## config.mk

```make
export PLATFORM = sky130hd
export DESIGN_NAME = uart_transmitter_flat
export DESIGN_NICKNAME = d
export VERILOG_FILES = /design/src/rtl/uart_transmitter_pkg.sv /design/src/rtl/uart_transmitter_if.sv /design/src/rtl/sync_fifo.sv /design/src/rtl/uart_transmitter.sv /design/src/flat_wrapper.sv
export SDC_FILE = /design/constraint.sdc
export NUM_CORES = 1
export LEC_CHECK = 0
export CAP_MARGIN = 20
export CORE_MARGIN = 4
export CORE_UTILIZATION = 23
export CTS_CLUSTER_SIZE = 40
export DETAILED_ROUTE_END_ITERATION = 8
export DONT_BUFFER_PORTS = 1
export SKIP_CTS_REPAIR_TIMING = 1
export SLEW_MARGIN = 20
export SYNTH_ARGS = -nofsm -noshare
export SYNTH_HDL_FRONTEND = slang
export SYNTH_SLANG_ARGS = --single-unit
```

## constraint.sdc

```tcl
create_clock -name clk -period 1.55 [get_ports clk]
set_input_delay 0.3875 -clock clk [delete_from_list [all_inputs] [get_ports clk]]
set_output_delay 0.3875 -clock clk [all_outputs]
set_load 0.05 [all_outputs]
```

## src/rtl/uart_transmitter_pkg.sv

```systemverilog
// rtl/uart_transmitter_pkg.sv - shared UART frame constants, baud timing and state encodings
package uart_transmitter_pkg;

    localparam int UART_FRAME_BITS = 10;

    typedef enum logic {
        UART_IDLE  = 1'b0,
        UART_SHIFT = 1'b1
    } uart_state_e;

    function automatic int symbol_edge_time(input int clock_freq, input int baud_rate);
        return clock_freq / baud_rate;
    endfunction

    // A one-cycle symbol still needs a one-bit counter.
    function automatic int baud_cnt_width(input int set);
        return (set > 1) ? $clog2(set) : 1;
    endfunction

endpackage

```

## src/rtl/uart_transmitter_if.sv

```systemverilog
// rtl/uart_transmitter_if.sv - byte ingress handshake into the UART transmitter
interface uart_transmitter_if;

    logic [7:0] data_in;
    logic       data_in_valid;
    logic       data_in_ready;

    modport master (
        output data_in,
        output data_in_valid,
        input  data_in_ready
    );

    modport slave (
        input  data_in,
        input  data_in_valid,
        output data_in_ready
    );

endinterface

```

## src/rtl/sync_fifo.sv

```systemverilog
// rtl/sync_fifo.sv - single-clock FIFO with extra-MSB pointers for full/empty
module sync_fifo #(
    parameter int WIDTH = 8,
    parameter int DEPTH = 4
) (
    input  logic             clk,
    input  logic             rst,
    input  logic             push,
    input  logic [WIDTH-1:0] push_data,
    input  logic             pop,
    output logic [WIDTH-1:0] pop_data,
    output logic             full,
    output logic             empty
);

    localparam int AW = (DEPTH > 1) ? $clog2(DEPTH) : 1;

    logic [WIDTH-1:0] mem [DEPTH];
    logic [AW:0]      wr_ptr;
    logic [AW:0]      rd_ptr;
    logic             do_push;
    logic             do_pop;

    assign do_push  = push && !full;
    assign do_pop   = pop && !empty;
    assign empty    = (wr_ptr == rd_ptr);
    assign full     = (wr_ptr[AW] != rd_ptr[AW]) && (wr_ptr[AW-1:0] == rd_ptr[AW-1:0]);
    assign pop_data = mem[rd_ptr[AW-1:0]];

    always_ff @(posedge clk) begin
        if (rst) begin
            wr_ptr <= '0;
            rd_ptr <= '0;
        end else begin
            if (do_push) wr_ptr <= wr_ptr + 1'b1;
            if (do_pop)  rd_ptr <= rd_ptr + 1'b1;
        end
    end

    always_ff @(posedge clk) begin
        if (do_push) mem[wr_ptr[AW-1:0]] <= push_data;
    end

endmodule

```

## src/rtl/uart_transmitter.sv

```systemverilog
// rtl/uart_transmitter.sv - FIFO-buffered 8N1 serialiser driving the UART TX line
module uart_transmitter
    import uart_transmitter_pkg::*;
#(
    parameter int CLOCK_FREQ = 50_000_000,
    parameter int BAUD_RATE  = 115_200,
    parameter int FIFO_DEPTH = 4
) (
    input  logic              clk,
    input  logic              rst,
    uart_transmitter_if.slave in_if,
    output logic              serial_out,
    output logic              busy
);

    localparam int SYMBOL_EDGE_TIME = symbol_edge_time(CLOCK_FREQ, BAUD_RATE);
    localparam int CW               = baud_cnt_width(SYMBOL_EDGE_TIME);
    localparam logic [CW-1:0] BAUD_LAST = CW'(SYMBOL_EDGE_TIME - 1);
    localparam logic [3:0]    BIT_LAST  = 4'(UART_FRAME_BITS - 1);

    uart_state_e                state_q, state_d;
    logic [UART_FRAME_BITS-1:0] shift_q, shift_d;
    logic [CW-1:0]              baud_q, baud_d;
    logic [3:0]                 bit_q, bit_d;
    logic                       fifo_push, fifo_pop, fifo_full, fifo_empty;
    logic [7:0]                 fifo_head;

    assign in_if.data_in_ready = !fifo_full && !rst;
    assign fifo_push           = in_if.data_in_valid && in_if.data_in_ready;

    sync_fifo #(
        .WIDTH (8),
        .DEPTH (FIFO_DEPTH)
    ) u_fifo (
        .clk       (clk),
        .rst       (rst),
        .push      (fifo_push),
        .push_data (in_if.data_in),
        .pop       (fifo_pop),
        .pop_data  (fifo_head),
        .full      (fifo_full),
        .empty     (fifo_empty)
    );

    // The line is the shifter's LSB; idle keeps the shifter all ones.
    assign serial_out = shift_q[0];
    assign busy       = (state_q == UART_SHIFT) || !fifo_empty;

    always_ff @(posedge clk) begin
        if (rst) begin
            state_q <= UART_IDLE;
            shift_q <= '1;
            baud_q  <= '0;
            bit_q   <= '0;
        end else begin
            state_q <= state_d;
            shift_q <= shift_d;
            baud_q  <= baud_d;
            bit_q   <= bit_d;
        end
    end

    always_comb begin
        state_d  = state_q;
        shift_d  = shift_q;
        baud_d   = baud_q;
        bit_d    = bit_q;
        fifo_pop = 1'b0;
        case (state_q)
            UART_IDLE: begin
                if (!fifo_empty) begin
                    fifo_pop = 1'b1;
                    shift_d  = {1'b1, fifo_head, 1'b0};
                    baud_d   = '0;
                    bit_d    = '0;
                    state_d  = UART_SHIFT;
                end
            end
            UART_SHIFT: begin
                if (baud_q == BAUD_LAST) begin
                    baud_d = '0;
                    if (bit_q == BIT_LAST) begin
                        // End of stop bit: chain the next frame with no idle gap.
                        bit_d = '0;
                        if (!fifo_empty) begin
                            fifo_pop = 1'b1;
                            shift_d  = {1'b1, fifo_head, 1'b0};
                        end else begin
                            shift_d = '1;
                            state_d = UART_IDLE;
                        end
                    end else begin
                        shift_d = {1'b1, shift_q[UART_FRAME_BITS-1:1]};
                        bit_d   = bit_q + 4'd1;
                    end
                end else begin
                    baud_d = baud_q + CW'(1);
                end
            end
        endcase
    end

endmodule

```

## src/flat_wrapper.sv

```systemverilog
// flat-port wrapper written by rule: the top's interface ports become plain ports
module uart_transmitter_flat import uart_transmitter_pkg::*;
#(
    parameter int CLOCK_FREQ = 50_000_000,
    parameter int BAUD_RATE  = 115_200,
    parameter int FIFO_DEPTH = 4
)
  (clk, rst, serial_out, busy, in_if_data_in, in_if_data_in_valid, in_if_data_in_ready);
  uart_transmitter_if in_if_i ();
  input  logic clk;
  input  logic rst;
  output logic serial_out;
  output logic busy;
  input wire logic [$bits(in_if_i.data_in)-1:0] in_if_data_in;
  input wire logic [$bits(in_if_i.data_in_valid)-1:0] in_if_data_in_valid;
  output wire logic [$bits(in_if_i.data_in_ready)-1:0] in_if_data_in_ready;
  assign in_if_i.data_in = in_if_data_in;
  assign in_if_i.data_in_valid = in_if_data_in_valid;
  assign in_if_data_in_ready = in_if_i.data_in_ready;
  uart_transmitter #(.CLOCK_FREQ(CLOCK_FREQ), .BAUD_RATE(BAUD_RATE), .FIFO_DEPTH(FIFO_DEPTH)) u_core (.clk(clk), .rst(rst), .in_if(in_if_i), .serial_out(serial_out), .busy(busy));
endmodule
```

After elaboration in Yosys (flattened, before gate mapping)
Memory sizes are Yosys's and may differ from the RTL's. A register that Yosys moved wholly into a read port is not among the register bits.
Cells that the tools add are included.
W data, S select, Z words.

storage, ports and cells
  register bits = 30
  memory bits (writable) = 32
  input bits = 11
  output and inout bits = 3
  word-level logic and storage cells = 52
  memories kept = 1

cells by class
  $add $sub $neg = 4
  equal/unequal tests = 7
  mux-type cells = 23
  bitwise gates (word level) = 1
  reduce and logical (&&, ||, !) cells = 10

memory list
  memory             depth  width  read ports  clocked after Yosys merged registers in  write ports  line             RTL
  u_core.u_fifo.mem  4      8      1           1                                        1            sync_fifo.sv:18  logic [WIDTH-1:0] mem [DEPTH];

operators by type and width
  kind                   number
  $mux W9                4
  $mux W10               2
  $pmux W10 S2           1
  $pmux W9 S2            1
  $mux W4                3
  $add A9 B1 Y9 const B  1
  $eq A9 B9 Y1 const B   1
  $pmux W4 S2            1
  $mux W1                7
  $add A3 B1 Y3 const B  2
  $logic_and A1 B1 Y1    5
  $add A4 B1 Y4 const B  1
  $eq A4 B4 Y1 const B   1
  $mux W2                2
  $ne A2 B2 Y1 const B   2
  $pmux W1 S2            2
  $eq A3 B3 Y1           1
  $logic_not A1 Y1       3
  $eq A2 B2 Y1           1
  $reduce_and A2 Y1      1
  $logic_or A1 B1 Y1     1
  $ne A1 B1 Y1           1
  $not A1 Y1             1

Logic depth before layout (Yosys ltp)
  depth in word-level cells = 8
  depth in mapped cells = 7

Cells and area by module
A second synthesis with hierarchy kept.

unflattened totals
  cells, all modules = 244
  area total of the unflattened synthesis = 2867.8 µm²

modules (own cells, without submodules)
  module            times used  cells an instance  area an instance (µm²)  sequential area each (µm²)
  sync_fifo         1           110                1731.7                  1121.1
  uart_transmitter  1           134                1136.1                  460.4

Worst setup path before layout
Ideal clock, no wire load.

  path kind = in2out
  start point = input port rst
  end point = output port in_if_data_in_ready
  arrival = 1.539 ns
  data required time = 1.162 ns
  path slack = -0.376 ns
  stages on the path = 3
  path buffers = 2
  cells stage by stage = buf_6 dlymetal6s2s_1 a31oi_1

on the way
  longest elaborated chain between the ends = 2

RTL lines
  what                 line                    RTL
  start, declared      flat_wrapper.sv:11      input logic rst;
  $logic_not A1 Y1     uart_transmitter.sv:28  assign in_if.data_in_ready = !fifo_full && !rst;
  $logic_and A1 B1 Y1  uart_transmitter.sv:28
  end, declared        flat_wrapper.sv:16      output wire logic [$bits(in_if_i.data_in_ready)-1:0] in_if_data_in_ready;

No other way between the ends.

Worst setup path in the final report
  start point = register u_core.u_fifo.rd_ptr[2]
  end point = output port busy

on the way
  longest elaborated chain between the ends = 3

RTL lines
  what                    line                    RTL
  start, declared         sync_fifo.sv:20         logic [AW:0] rd_ptr;
  start signal, assigned  sync_fifo.sv:36         if (do_pop) rd_ptr <= rd_ptr + 1'b1;
  $eq A3 B3 Y1            sync_fifo.sv:26         assign empty = (wr_ptr == rd_ptr);
  $logic_not A1 Y1        uart_transmitter.sv:47  assign busy = (state_q == UART_SHIFT) || !fifo_empty;
  $logic_or A1 B1 Y1      uart_transmitter.sv:47
  end, declared           flat_wrapper.sv:13      output logic busy;

No other way between the ends.

==> PnR_summary.wiki <==
{| class="wikitable"
! Metric !! Value
|-
| Count of vias placed by the detailed router || 1,957
|-
| Number of enable flip-flop cells after synthesis || 32
|-
| Number of global-route vias before repair || 1,896
|-
| Slowest CP cell || dfxtp_4
|-
| Number of H-tree levels || 3
|-
| Failing checks || setup timing
|-
| Finished Cell Area || 3930 um^2
|-
| Syn Std Cell Area || 2840 um^2
|-
| Worst-case clock buffer depth || 2
|-
| Worst slack at placement || -0.0845 ns
|-
| Area of the die || 14,200 um^2
|-
| Pre-antenna DRT Iters || 7
|-
| Diodes inserted || 0
|-
| Post-detailed-route count of antenna-violating nets || 0
|-
| Share of flip-flops with an asynchronous set or reset || 0%
|-
| Share of Yosys cell area claimed by the top area cell type || 33.8%
|-
| Unrepaired setup endpoints after global routing || true
|-
| Worst r2r dst || u_core.baud_q[6]
|-
| Net Sw Power || 1.52 mW
|-
| Outcome || complete, but fails checks
|-
| Max-slew violation total from the final report || 0
|-
| Number of placement rows || 40
|-
| Top cells by area, synth || edfxtp_1, dfxtp_1, mux4_2
|-
| Net count after synthesis || 249
|-
| Comb pwr share || 23.3%
|-
| Max cap viols || 0
|-
| Syn-to-layout area delta || 38.3%
|-
| Slew at the pin with the worst max-slew slack || 0.594 ns
|-
| Kind of end point of the critical path || primary output
|-
| Clock Sink Count || 63
|-
| Startpoint kind of the worst setup timing path || flop
|-
| Maximum number of pins on one net before global-route repair || 26
|-
| Count of endpoints failing setup in the final report || 16
|-
| I/O Buffers || 0
|-
| Max Fclk || 0.539 GHz
|-
| Total congestion overflow || 0
|-
| Peak supply drop || 0.905 mV
|-
| Relative slew slack || 60.4%
|-
| Fin Clk Skew || 0.00599 ns
|-
| Yosys synthesis warning count || 0
|-
| Mapped Avg Cell Area || 12.4 um^2
|-
| Maximum fanout along the worst path || 5
|-
| Worst path setup slack after routing || -0.304 ns
|-
| Wire length of the first global-routing pass || 9.51 mm
|-
| Yosys top cell by area || edfxtp_1
|-
| Gate Count Post-Synth || 229
|-
| Cell variety after synth || 51
|-
| Sum of routed wire length over all layers || 5.95 mm
|-
| Layout cells sized above 1 || 41.1%
|-
| Routability congestion estimate || 0.764
|-
| Clock network fraction of total power || 40.2%
|-
| Detail-routed net length per standard cell || 13.4 um
|-
| Leakage power || 1.37 nW
|-
| Part of the Yosys area used for sequential elements || 55.7%
|-
| Reg-to-Reg Start || u_core.baud_q[1]
|-
| Width of the die || 119 um
|-
| Post-DP HPWL || 3.90 mm
|-
| DRC Markers || 0
|-
| Height of the die || 119 um
|-
| Hold Vio Cnt, Final || 0
|-
| Fin crit share || 120%
|-
| Number of antenna violations at the first check in global routing || 0
|-
| Core region area || 12,100 um^2
|-
| Source-to-sink clock delay at the later pin of the worst-skew pair || 0.33 ns
|-
| I/O pin count || 14
|-
| Internal power of the cells || 3.92 mW
|-
| Via density per instance || 4.42
|-
| Initial DRC Count || 93
|-
| First element of the critical path || u_core.u_fifo.rd_ptr[2]
|-
| Critical path's largest stage delay || 0.36 ns
|-
| Clock slew at the register clock pins of the worst setup and hold paths || 0.06 ns
|-
| Part of the power in registers || 36.5%
|-
| Starting Density || 23.5%
|-
| Overall fraction of global-route tracks in use || 8.56%
|-
| Library cell used as clock root buffer || clkbuf_16
|-
| Switch share || 27.9%
|-
| CTS tree || done
|-
| Design Power || 5.43 mW
|-
| Startpoint of the lowest-slack hold path || rst
|-
| R2r worst-path depth || 6
|-
| Final-stage net count || 290
|-
| Capturing element of the worst setup path || busy
|-
| Most used DFF post-synth || edfxtp_1
|-
| Area after detailed placement || 3330 um^2
|-
| Fin crit period || 1.85 ns
|-
| Critical path class || reg2out
|-
| Arrival time at the worst endpoint || 1.47 ns
|-
| Required @ worst endpoint || 1.16 ns
|-
| Count of state elements after synthesis || 63
|-
| Hold crit path type || in2reg
|-
| CTS Buf Count || 9
|-
| Worst path cell trace || xor2_4 -> nor4_4 -> inv_4 -> buf_12
|-
| Power density relative to cell area || 1380 nW/um^2
|-
| Setup slack on the worst flop-to-flop path || -0.11 ns
|}
state kept, by name, indices dropped and copies added, names as in the netlist, named ones only:
signal and flops:
u_core.baud_q 9, u_core.bit_q 4, u_core.shift_q 9, u_core.state_q 1
u_core.u_fifo.mem 32, u_core.u_fifo.rd_ptr 3, u_core.u_fifo.wr_ptr 3
cell families (layout without fill, tap and decap cells):
family	count (synthesis)	count (layout)	synth area share, %
flops	63	63	55.7
mux	11	11	7.45
xor+xnor	7	7	2.95
buf+inv	21	67	3.88
fa+ha+maj	9	9	3.97
simple gates	59	59	12.3
compound gates	59	59	13.8
layout make-up:
class                      count  area, um^2
fill                        1178        8140
sequential                    63        1600
multi-input combinational    145        1370
timing repair buffer          42         384
clock buffer                   9         225
tap                          168         210
clock inverter                 7         104
inverter                       9        36.3
worst max-delay path, delay by kind of cell, from the launching register on:
family	cells	cell delay, ns
and+or+nand+nor	1	0.33
xor gates and xnor gates	1	0.20
DFF	1	0.36
buffers and inverters	2	0.25
metal layers:
| metal | wire [um] | part of all wire [%] | vias up | GRT usage, % |
|---|---|---|---|---|
| met5 | 0 | 0 | - | 0 |
| met4 | 102 | 1.7 | 0 | 4.27 |
| met3 | 221 | 3.7 | 11 | 3.32 |
| met2 | 2930 | 49 | 30 | 13.2 |
| met1 | 2690 | 45 | 958 | 10.4 |
| li1 | - | - | 958 | - |
metrics by stage:
stage,TNS (ns),utilization (%),hold slack (ns),instances
after global routing,-2.32,32.6,0.0970,443
after global placement,-1.33,27.6,0.455,418
after CTS,-3.36,30.3,0.0999,434
final,-1.05,32.6,0.115,443
after detailed placement,-1.89,27.6,0.458,418
after floorplan,-0.731,-,0.433,229
synthesized netlist by cell type, types with 2 or more instances:
| cell | number |
|---|---|
| a211oi_1 | 8 |
| a21oi_1 | 16 |
| a31oi_1 | 5 |
| and2_1 | 6 |
| and3_1 | 3 |
| buf_2 | 3 |
| buf_6 | 2 |
| clkbuf_1 | 5 |
| dfxtp_1 | 31 |
| edfxtp_1 | 32 |
| ha_1 | 9 |
| inv_1 | 8 |
| mux2i_1 | 2 |
| mux4_2 | 8 |
| nand2_1 | 6 |
| nand3_1 | 5 |
| nand3b_1 | 2 |
| nor2_1 | 14 |
| nor2b_1 | 2 |
| nor3_1 | 8 |
| o21a_1 | 3 |
| o21ai_0 | 4 |
| o21ai_1 | 6 |
| o311ai_1 | 7 |
| o31ai_1 | 2 |
| or4_1 | 2 |
| xnor2_1 | 4 |
| xor2_2 | 3 |
cell usage in the layout, fill, tap and decap left out, types with 4 or more instances in the layout:
cell type   n
and2_4      5
ha_1        7
a21oi_2     5
nor3_1      6
buf_6       5
a21oi_1    11
dfxtp_1    22
nand3_1     5
dfxtp_2     7
o21ai_1     6
buf_4      33
a211oi_1    6
mux4_2      8
edfxtp_1   32
inv_1       6
nand2_1     6
buf_12      4
clkbuf_16   9
a31oi_1     4
nor2_1     14
power groups by stage:
stage               registers, mW  clock network [mW]  logic (mW)
CTS                          1.97                2.25        1.05
global placement             2.00                   0        1.03
global route                 1.99                2.33        1.37
finish                       1.98                2.18        1.27
detailed placement           2.00                   0        1.04
floorplan                    1.99                   0       0.694
worst min path at each step:
stage	endpoint	cells after the start
finish	u_core.u_fifo.wr_ptr[2]	1
global route	u_core.u_fifo.wr_ptr[2]	1
CTS	u_core.u_fifo.wr_ptr[2]	1
detailed placement	u_core.u_fifo.wr_ptr[2]	1
global placement	u_core.bit_q[0]	1
floorplan	u_core.baud_q[8]	1
Note: power is estimated with default switching activity, not from simulation.
